`src/rtl/simon_pkg.sv`:
```
// Shared definitions for the Puvvada Says game: color codes, debounce FSM
// state encoding and the default debounce length.
package simon_pkg;

    localparam int NUM_BTNS                = 4;
    localparam int DEFAULT_DEBOUNCE_CYCLES = 1_000_000;

    // Color codes shared with the game FSM (gColor) and the VGA color map.
    localparam logic [1:0] COLOR_U = 2'd0;
    localparam logic [1:0] COLOR_R = 2'd1;
    localparam logic [1:0] COLOR_D = 2'd2;
    localparam logic [1:0] COLOR_L = 2'd3;

    typedef enum logic [1:0] {
        ST_IDLE      = 2'd0,
        ST_PRESS_CNT = 2'd1,
        ST_HELD      = 2'd2,
        ST_REL_CNT   = 2'd3
    } btn_state_t;

    // Buttons are indexed U,R,D,L; a one-hot strobe vector maps to its color.
    function automatic logic [1:0] btn_color(input logic [NUM_BTNS-1:0] onehot);
        logic [1:0] color;
        color = COLOR_U;
        case (onehot)
            4'b0001: color = COLOR_U;
            4'b0010: color = COLOR_R;
            4'b0100: color = COLOR_D;
            4'b1000: color = COLOR_L;
            default: color = COLOR_U;
        endcase
        return color;
    endfunction

endpackage

```
`src/rtl/btn_debounce_fsm.sv`:
```
// Per-button conditioner: 2-flop synchronizer, debounce counter and the
// IDLE/PRESS_CNT/HELD/REL_CNT FSM. Raises a one-cycle qualify strobe on an
// accepted press and reports held while the debounced level is pressed.
module btn_debounce_fsm
    import simon_pkg::*;
#(
    parameter int DEBOUNCE_CYCLES = DEFAULT_DEBOUNCE_CYCLES
) (
    input  logic clk,
    input  logic rst_n,
    input  logic raw,
    output logic qualify,
    output logic held
);

    localparam int              CW       = $clog2(DEBOUNCE_CYCLES + 1);
    localparam logic [CW-1:0]   CNT_LAST = CW'(DEBOUNCE_CYCLES - 1);

    logic [1:0]    sync;
    logic          level;
    btn_state_t    state, state_nxt;
    logic [CW-1:0] cnt, cnt_nxt;
    logic          qualify_nxt;

    assign level = sync[1];
    assign held  = (state == ST_HELD) || (state == ST_REL_CNT);

    // Synchronizer resets to "pressed" so a button held through reset is ignored.
    always_ff @(posedge clk or negedge rst_n) begin
        if (!rst_n) sync <= 2'b11;
        else        sync <= {sync[0], raw};
    end

    // State, counter and strobe registers.
    always_ff @(posedge clk or negedge rst_n) begin
        if (!rst_n) begin
            state   <= ST_REL_CNT;
            cnt     <= '0;
            qualify <= 1'b0;
        end else begin
            state   <= state_nxt;
            cnt     <= cnt_nxt;
            qualify <= qualify_nxt;
        end
    end

    // Debounce transitions: a level change must persist until the counter
    // reaches its last value before the debounced state flips.
    always_comb begin
        state_nxt   = state;
        cnt_nxt     = cnt;
        qualify_nxt = 1'b0;
        case (state)
            ST_IDLE: begin
                if (level) begin
                    state_nxt = ST_PRESS_CNT;
                    cnt_nxt   = '0;
                end
            end
            ST_PRESS_CNT: begin
                if (!level) begin
                    state_nxt = ST_IDLE;
                end else if (cnt == CNT_LAST) begin
                    state_nxt   = ST_HELD;
                    qualify_nxt = 1'b1;
                end else begin
                    cnt_nxt = cnt + CW'(1);
                end
            end
            ST_HELD: begin
                if (!level) begin
                    state_nxt = ST_REL_CNT;
                    cnt_nxt   = '0;
                end
            end
            ST_REL_CNT: begin
                if (level) begin
                    state_nxt = ST_HELD;
                end else if (cnt == CNT_LAST) begin
                    state_nxt = ST_IDLE;
                end else begin
                    cnt_nxt = cnt + CW'(1);
                end
            end
            default: begin
                state_nxt = ST_REL_CNT;
                cnt_nxt   = '0;
            end
        endcase
    end

endmodule

```
`src/rtl/simon_btn_conditioner.sv`:
```
// Button input stage: four debounced buttons, single-press arbitration,
// color encoding and registered event outputs for the game FSM.
module simon_btn_conditioner
    import simon_pkg::*;
#(
    parameter int DEBOUNCE_CYCLES = DEFAULT_DEBOUNCE_CYCLES
) (
    input  logic       Clk,
    input  logic       Reset_n,
    input  logic       Btn_U,
    input  logic       Btn_R,
    input  logic       Btn_D,
    input  logic       Btn_L,
    input  logic       Enable,
    output logic       btn_valid,
    output logic [1:0] btn_code,
    output logic       multi_press,
    output logic       any_held
);

    logic [NUM_BTNS-1:0] raw;
    logic [NUM_BTNS-1:0] qualify;
    logic [NUM_BTNS-1:0] held;
    logic                single;
    logic                clash;
    logic [1:0]          code_nxt;

    // Bit order matches the color codes: U=0, R=1, D=2, L=3.
    assign raw = {Btn_L, Btn_D, Btn_R, Btn_U};

    for (genvar i = 0; i < NUM_BTNS; i++) begin : g_btn
        btn_debounce_fsm #(
            .DEBOUNCE_CYCLES(DEBOUNCE_CYCLES)
        ) u_fsm (
            .clk     (Clk),
            .rst_n   (Reset_n),
            .raw     (raw[i]),
            .qualify (qualify[i]),
            .held    (held[i])
        );
    end

    // Arbitration: a strobe is clean only if it is alone and no other button
    // is still debounced-pressed; anything else is an overlap.
    always_comb begin
        clash = 1'b0;
        for (int i = 0; i < NUM_BTNS; i++) begin
            if (qualify[i] && |(held & ~(NUM_BTNS'(1) << i))) clash = 1'b1;
        end
        if ($countones(qualify) > 1) clash = 1'b1;
        single   = ($countones(qualify) == 1) && !clash;
        code_nxt = btn_color(qualify);
    end

    // Output registers; Enable only gates clean presses, never overlap flags.
    always_ff @(posedge Clk or negedge Reset_n) begin
        if (!Reset_n) begin
            btn_valid   <= 1'b0;
            multi_press <= 1'b0;
            btn_code    <= COLOR_U;
            any_held    <= 1'b1;
        end else begin
            btn_valid   <= single && Enable;
            multi_press <= clash;
            any_held    <= |held;
            if (single && Enable) btn_code <= code_nxt;
        end
    end

endmodule

```
`config.mk`:
```
export PLATFORM = sky130hd
export DESIGN_NAME = simon_btn_conditioner
export DESIGN_NICKNAME = d
export VERILOG_FILES = /design/src/rtl/simon_pkg.sv /design/src/rtl/btn_debounce_fsm.sv /design/src/rtl/simon_btn_conditioner.sv
export SDC_FILE = /design/constraint.sdc
export NUM_CORES = 1
export LEC_CHECK = 0
export CAP_MARGIN = 40
export CELL_PAD_IN_SITES_DETAIL_PLACEMENT = 0
export CELL_PAD_IN_SITES_GLOBAL_PLACEMENT = 1
export CORE_AREA = 8 8 97 142
export DETAILED_ROUTE_END_ITERATION = 12
export DIE_AREA = 0 0 105 150
export GPL_ROUTABILITY_DRIVEN = 0
export PLACE_DENSITY = 0.83
export RECOVER_POWER = 25
export SLEW_MARGIN = 20
export SYNTH_ARGS = -nofsm -noshare
export SYNTH_HDL_FRONTEND = slang
export SYNTH_SLANG_ARGS = --single-unit
```
`constraint.sdc`:
```
create_clock -name Clk -period 4.8 [get_ports Clk]
set_clock_uncertainty 0.15 [all_clocks]
set_input_delay 1.44 -clock Clk [delete_from_list [all_inputs] [get_ports Clk]]
set_output_delay 1.44 -clock Clk [all_outputs]
set_load 0.01 [all_outputs]
```
After elaboration in Yosys (flattened, before gate mapping)
Index checks and enable logic that the tools add are counted.
- add/sub/neg operators: 7
- $mul: 0
- divide/modulo/power cells: 0
- order comparisons: 1
- equality and inequality tests: 44
- shift-type cells: 0
- multiplexer cells: 70
- bitwise logic cells: 0
- reduce and logical (&&, ||, !) cells: 28
- operators with widths (cell ; count):
    20-bit two-way mux ; 20
    20-bit one-hot mux with 4 select lines ; 4
    20-bit by 1-bit adder with 20-bit output (second input constant) ; 4
    20-bit equality test (second input constant) ; 4
    2-bit two-way mux ; 24
    32-bit by 2-bit > comparator with 1-bit output (second input constant) ; 1
    2-bit one-hot mux with 4 select lines ; 4
    4-bit AND reduction ; 8
    1-bit two-way mux ; 17
    2-bit equality test (second input constant) ; 8
    2-bit by 1-bit inequality test with 1-bit output (second input constant) ; 8
    2-bit inequality test (second input constant) ; 8
    3-bit by 2-bit inequality test with 1-bit output (second input constant) ; 4
    3-bit inequality test (second input constant) ; 4
    3-bit OR reduction ; 4
    2-bit by 1-bit equality test with 1-bit output (second input constant) ; 4
    2-bit zero test ; 4
    1-bit logical AND ; 6
    2-bit one-hot mux with 3 select lines ; 1
    1-bit by 1-bit adder with 2-bit output ; 2
    4-bit by 2-bit equality test with 1-bit output (second input constant) ; 1
    4-bit by 3-bit equality test with 1-bit output (second input constant) ; 1
    4-bit equality test (second input constant) ; 1
    1-bit logical OR ; 4
    4 further kinds ; 4
- bits in registers: 105
- bits in latches: 0
- memory bits (writable): 0
- ROM bits: 0
- bits of input ports: 7
- output and inout bits: 5
- logic and storage cells: 170
- memories: 0

Depth between registers and ports, before layout
- depth in word-level cells: 12
- mapped depth: 10
- gate-level depth less buffers: 10

By module
A second synthesis with hierarchy kept.
- cell total of the unflattened synthesis: 666
- area, all modules: 6054.6 um2
- by module, submodules not included (module ; times used ; cells an instance ; area an instance (um2) ; sequential area each (um2)):
    btn_debounce_fsm ; 4 ; 158 ; 1425.1 ; 630.6
    simon_btn_conditioner ; 1 ; 34 ; 354.1 ; 126.4

Worst setup path after synthesis
Ideal clock, no wire load.
- kind: reg-to-reg
- start point: register g_btn[3].u_fsm.qualify
- end point: register btn_code[0]
- arrival: 2.314 ns
- required time: 4.525 ns
- setup slack: 2.211 ns
- cell stages (with the launch flop): 11
- clock period less this slack: 2.589 ns
- cell sequence: dfrtp_1 inv_1 fa_1 inv_1 ha_1 inv_1 ha_1 o2111a_1 o21ai_1 or4_1 mux2_2
- longest elaborated chain between the ends: 7
- elaborated cells between the ends (all ways): 14
- those cells by class: add/sub (2); order compare (1); eq/ne (4); mux (3); reduce/logical (4)
- ends and longest elaborated chain (what ; RTL line ; RTL):
    from (decl) ; btn_debounce_fsm.sv:12 ; output logic qualify,
    from (signal assigned) ; btn_debounce_fsm.sv:43 ; qualify <= qualify_nxt;
    1-bit by 1-bit adder with 2-bit output (implied by the code) ; simon_btn_conditioner.sv:50 ; if ($countones(qualify) > 1) clash = 1'b1;
    2-bit by 2-bit adder with 3-bit output (implied by the code) ; simon_btn_conditioner.sv:50 ;
    32-bit by 2-bit > comparator with 1-bit output ; simon_btn_conditioner.sv:50 ;
    1-bit two-way mux * ; simon_btn_conditioner.sv:50 ;
    via clash ; simon_btn_conditioner.sv:25 ; logic clash;
    1-bit zero test * ; simon_btn_conditioner.sv:51 ; single = ($countones(qualify) == 1) && !clash;
    1-bit logical AND * ; simon_btn_conditioner.sv:51 ;
    1-bit logical AND * ; simon_btn_conditioner.sv:66 ; if (single && Enable) btn_code <= code_nxt;
    to (signal assigned) ; simon_btn_conditioner.sv:66 ;
    to (decl) ; simon_btn_conditioner.sv:16 ; output logic [1:0] btn_code,
The timed path passes the listed nets; every way through them passes the cells marked *.
A chain may end at the register's enable or synchronous reset.

Worst setup path in the final report
- start point: register any_held
- end point: output any_held
- RTL lines (what ; RTL line ; RTL):
    from (decl) ; simon_btn_conditioner.sv:18 ; output logic any_held
    from (signal assigned) ; simon_btn_conditioner.sv:65 ; any_held <= |held;
No word-level cell between the ends.

==> results by stage <==
Timing:
- The minimum clock period is about 3.0 ns.
- The number of slew-limit violations in the final report came to 0.
- Setup repair after global routing left no endpoint under its margin.
- The final setup TNS is 0 ns.
- The number of endpoints with negative hold slack in the final report is 0.
- For the pin with the worst max-slew slack, the measured transition is 0.801 ns.
- The worst max-slew margin expressed relative to the limit is a little under half.
- The setup violation total in the final timing report is 0.
- Derived from the worst setup path, the maximum achievable clock frequency is 338 MHz.
- The worst path uses 61.7% of the clock period.

Route:
- In the routed layout, each cell is associated on average with a via count of approximately 6.0.
- The first detailed-routing pass ran for 4 iterations.
- The post-detailed-route DRC marker count is 0.
- The final wirelength is 11600 µm.
- Dividing the detail-routed wire length by the instance count gives 15.2 µm.
- The total vias in the final route is 4539.
- The number of DRC violations after detailed-routing iteration 0 is 200.
- The count of nets left with antenna violations once routing finished came out at 0.

Final layout:
- The repair_antennas step left the layout with diodes totalling 0.
- In the final layout, the share of cells above drive strength 1 is 10.8%.
- Summing all multi-input logic gate instances after layout gives 0.00288 mm².
- The final net count is 621.
- The sequential cells in the finished layout cover a total of between 0.002 and 0.003 mm².
- The total of fill cells in the finished design is 1097.
- The share of the core filled with cells is 52.8%.
- With fillers left out, the area of the finished cells amounts to between 0.006 and 0.007 mm².
- The post-synthesis to final-layout area growth is 8.87%.

Pwr:
- The net load switching power is 0.419 mW.
- The share of total power dissipated in sequential elements is between 50% and 60%.
- The total power density per cell area is 280 mW/mm².
- In this run, the combinational gates consume between 5 and 6% of the power.
- The analysis attributes to cell leakage a power of 2.55 nW.
- The relative contribution of the clock network to total power is 40.1%.
- The largest vdd supply drop is about 0.00020 V.
- The switching part of the total power is 24.1%.
- The cell internal power dissipation is between 1 and 1.5 mW.

Clock network:
- The CTS tree is built.
- The count of hold-fix buffers inserted at cts is 0.
- The H-tree generated during clock tree synthesis spans 3 levels.
- The maximum root-to-sink buffer count is 2.
- The clock root buffer is sky130_fd_sc_hd__clkbuf_16.
- The CTS sink count is about 110.
- The later-pin clock latency in the skew report is around 0.35 ns.
- The post-CTS resize count is 0.
- The clock transition at the register clock pins on the worst setup and hold paths after CTS is ~0.07 ns.
- Once the clock tree was built, the setup fixing pass inserted 0 buffers.
- The number of buffers inserted during clock tree synthesis is 9.

Logic synthesis:
- Synthesis produced 602 cells.
- The net count after synthesis is 619.
- The post-synth design cell area is about 0.0057 mm².
- The library cell occupying the most area in the post-synthesis netlist is sky130_fd_sc_hd__dfrtp_1.
- The simple-gate area share of the yosys netlist is approximately 29%.
- The number of storage elements in the synthesis netlist is roughly 110.
- The synthesized netlist devotes 12.6% of its cell area to compound gates.
- By area, the combinational part of the netlist is dominated by simple AND/OR/NAND/NOR gates.
- Yosys mapped a number of flops with a built-in enable equal to 0.
- The number of warnings reported in the yosys synthesis log is 0.
- The average instance in the mapped netlist occupies 9.49 µm².
- The parity-gate share of the synthesized area counting xor and xnor cells is under 10%.
- In the synthesized netlist the async set-or-reset flop fraction comes to 100%.
- Summing the sequential cell areas from Yosys gives about 46% of the chip area.
- After synthesis, the cell types taking the most area are sky130_fd_sc_hd__dfrtp_1 (39%), sky130_fd_sc_hd__dfstp_2 (7.8%), sky130_fd_sc_hd__nand2_1 (5.8%), sky130_fd_sc_hd__nand3_1 (4.2%), sky130_fd_sc_hd__nor2_1 (2.9%).
- Of the total synthesized cell area, the portion taken by full adders, half adders and majority gates is 2.32%.
- The top cell type by area accounts for 38.5% of the synthesized area.
- The proportion of synthesized area in mux cells is 3.28%.
- The predominant post-synthesis flop cell is sky130_fd_sc_hd__dfrtp_1.
- The netlist uses 56 different library cells.

Worst setup path:
- The kind of cell with the highest combined delay along the critical path is buffers and inverters.
- The largest individual stage delay along the critical path comes from the cell sky130_fd_sc_hd__clkdlybuf4s50_1.
- The category of the critical setup timing path is reg -> out.
- The critical path required time is between 3 and 4 ns.
- The launching element type of the critical path is a flip-flop.
- In this run the worst path has a maximum fanout of 1.
- STA puts the critical path data arrival time at 1.37 ns.
- The endpoint kind of the worst setup timing path is an output port.
- The longest individual stage delay on the worst path is 0.52 ns.
- The number of buffers and inverters on the critical path is 1.
- Walking the worst path, the cells encountered are clkdlybuf4s50_1.

Die:
- After floorplanning, the core was divided into 49 placement rows.
- In this run the count of I/O pins placed on the die edge is 12.
- The area of the die is approximately 0.016 mm².
- The initial core utilization is between 40% and 50%.
- The vertical die dimension is 150 µm.
- The core area is 0.0118 mm².
- The die width is 105 µm.

Global routing:
- The via count of the first global-routing pass is 4435.
- The initial antenna violation count is 0.
- Entering global routing, the biggest net connects 51 pins.
- The first global-routing pass estimated 20500 µm of wire.
- The overall overflow remaining after global route is 0.
- Across every metal layer, demand over resource in global routing totals 15.4%.

Min path:
- The min-delay analysis places its worst path in the category reg -> reg.

Placed design:
- The detailed placer's ending HPWL is 8000 µm.
- The placed instances occupy a cell area of 0.00595 mm².
- During placement, the flow inserted port buffers numbering 11.

Run status:
- The flow ran to the end, and the final reports show no timing, DRC or antenna violations.

Flow run:
- The number of violations of the max-capacitance limit is 0.
## routing by layer
metal / wire length (µm) / GRT usage, % / vias up
li1: - / - / 2214
met3: 279 / 2.84 / 10
met2: 6000 / 27.7 / 53
met1: 5140 / 17.9 / 2262
met5: 0 / 0 / -
met4: 155 / 5.38 / 0
## kinds of logic after synthesis
family / Yosys count
xor gates and xnor gates: 22
AOI/OAI and AO/OA: 96
DFF: 105
muxes: 17
and+or+nand+nor: 306
adders and majority gates: 10
buffers and inverters: 46
## final cells by class
cell class,count,area share (%)
inverter,21,1.27
clock buffer,13,4.02
multi-input combinational,451,46.3
tap,153,3.08
clock inverter,3,0.402
sequential,105,42.6
timing repair buffer,16,2.39
## final timing paths
kind / startpoint / to / slack [ns] / cells past startpoint
worst max-delay path: any_held$_DFF_PN1_ / any_held / 1.84 / 1
worst min-delay path: g_btn[0].u_fsm.sync[0]$_DFF_PN1_ / g_btn[0].u_fsm.sync[1]$_DFF_PN1_ / 0.21 / 0
worst max register to register: g_btn[0].u_fsm.cnt[13]$_DFFE_PN0P_ / g_btn[0].u_fsm.cnt[5]$_DFFE_PN0P_ / 1.99 / 5
worst min register to register: g_btn[0].u_fsm.sync[0]$_DFF_PN1_ / g_btn[0].u_fsm.sync[1]$_DFF_PN1_ / 0.21 / 0
max in group asynchronous: Reset_n / g_btn[1].u_fsm.sync[0]$_DFF_PN1_ / 2.68 / 2
min in group asynchronous: Reset_n / g_btn[0].u_fsm.cnt[1]$_DFFE_PN0P_ / 0.96 / 1
## sequential cells by signal, summed over array words and instances (netlist names), named ones only
| name | count |
|---|---|
| any_held | 1 |
| btn_code | 2 |
| btn_valid | 1 |
| g_btn.u_fsm.cnt | 80 |
| g_btn.u_fsm.qualify | 4 |
| g_btn.u_fsm.state | 4 |
| g_btn.u_fsm.sync | 8 |
| multi_press | 1 |
## power groups by stage
stage / clock (mW) / sequential (mW) / combinational (mW)
3_3_place_gp: 0 / 0.967 / 0.0916
3_5_place_dp: 0 / 0.968 / 0.0954
2_1_floorplan: 0 / 0.953 / 0.0664
6_report: 0.698 / 0.951 / 0.0917
5_1_grt: 0.751 / 0.958 / 0.108
4_1_cts: 0.715 / 0.952 / 0.0957
## through the flow
stage	hold WS, ns	std cells	total power, mW	setup WS, ns
finish	0.207	762	1.74	1.84
global route	0.214	762	1.82	1.79
CTS	0.208	762	1.76	1.82
detailed placement	0.197	746	1.06	1.83
global placement	0.197	745	1.06	1.82
floorplan	0.195	602	1.02	2.21
## Yosys cell counts, drive strengths merged, types with 3 or more instances
cell type / number
clkbuf: 15
xor2: 6
nor2: 44
or4: 15
inv: 21
or3: 7
mux2: 14
or2: 3
nor3b: 5
ha: 9
nand4: 17
nand3b: 13
a31o: 3
a21oi: 12
buf: 10
nor4: 8
mux2i: 3
a211oi: 5
dfrtp: 88
and3: 9
o211ai: 4
xnor2: 16
nand2: 88
a22o: 18
nand3: 49
nand2b: 7
and4: 6
dfstp: 17
nor4bb: 3
nor3: 17
o221ai: 17
o31ai: 7
o21ai: 18
a21o: 6
or4b: 10
## placed cells by master (no fill, tap or decap), drive strengths merged, types with 14 or more instances in the layout
master and count:
inv 22, mux2 14, o21ai 18, nand2 88
dfstp 17, xnor2 16, nand3 49, or4 15
nor2 44, dfrtp 88, nand4 17, nor3 17
a22o 18, o221ai 17
Power figures use the tool's default switching activity.
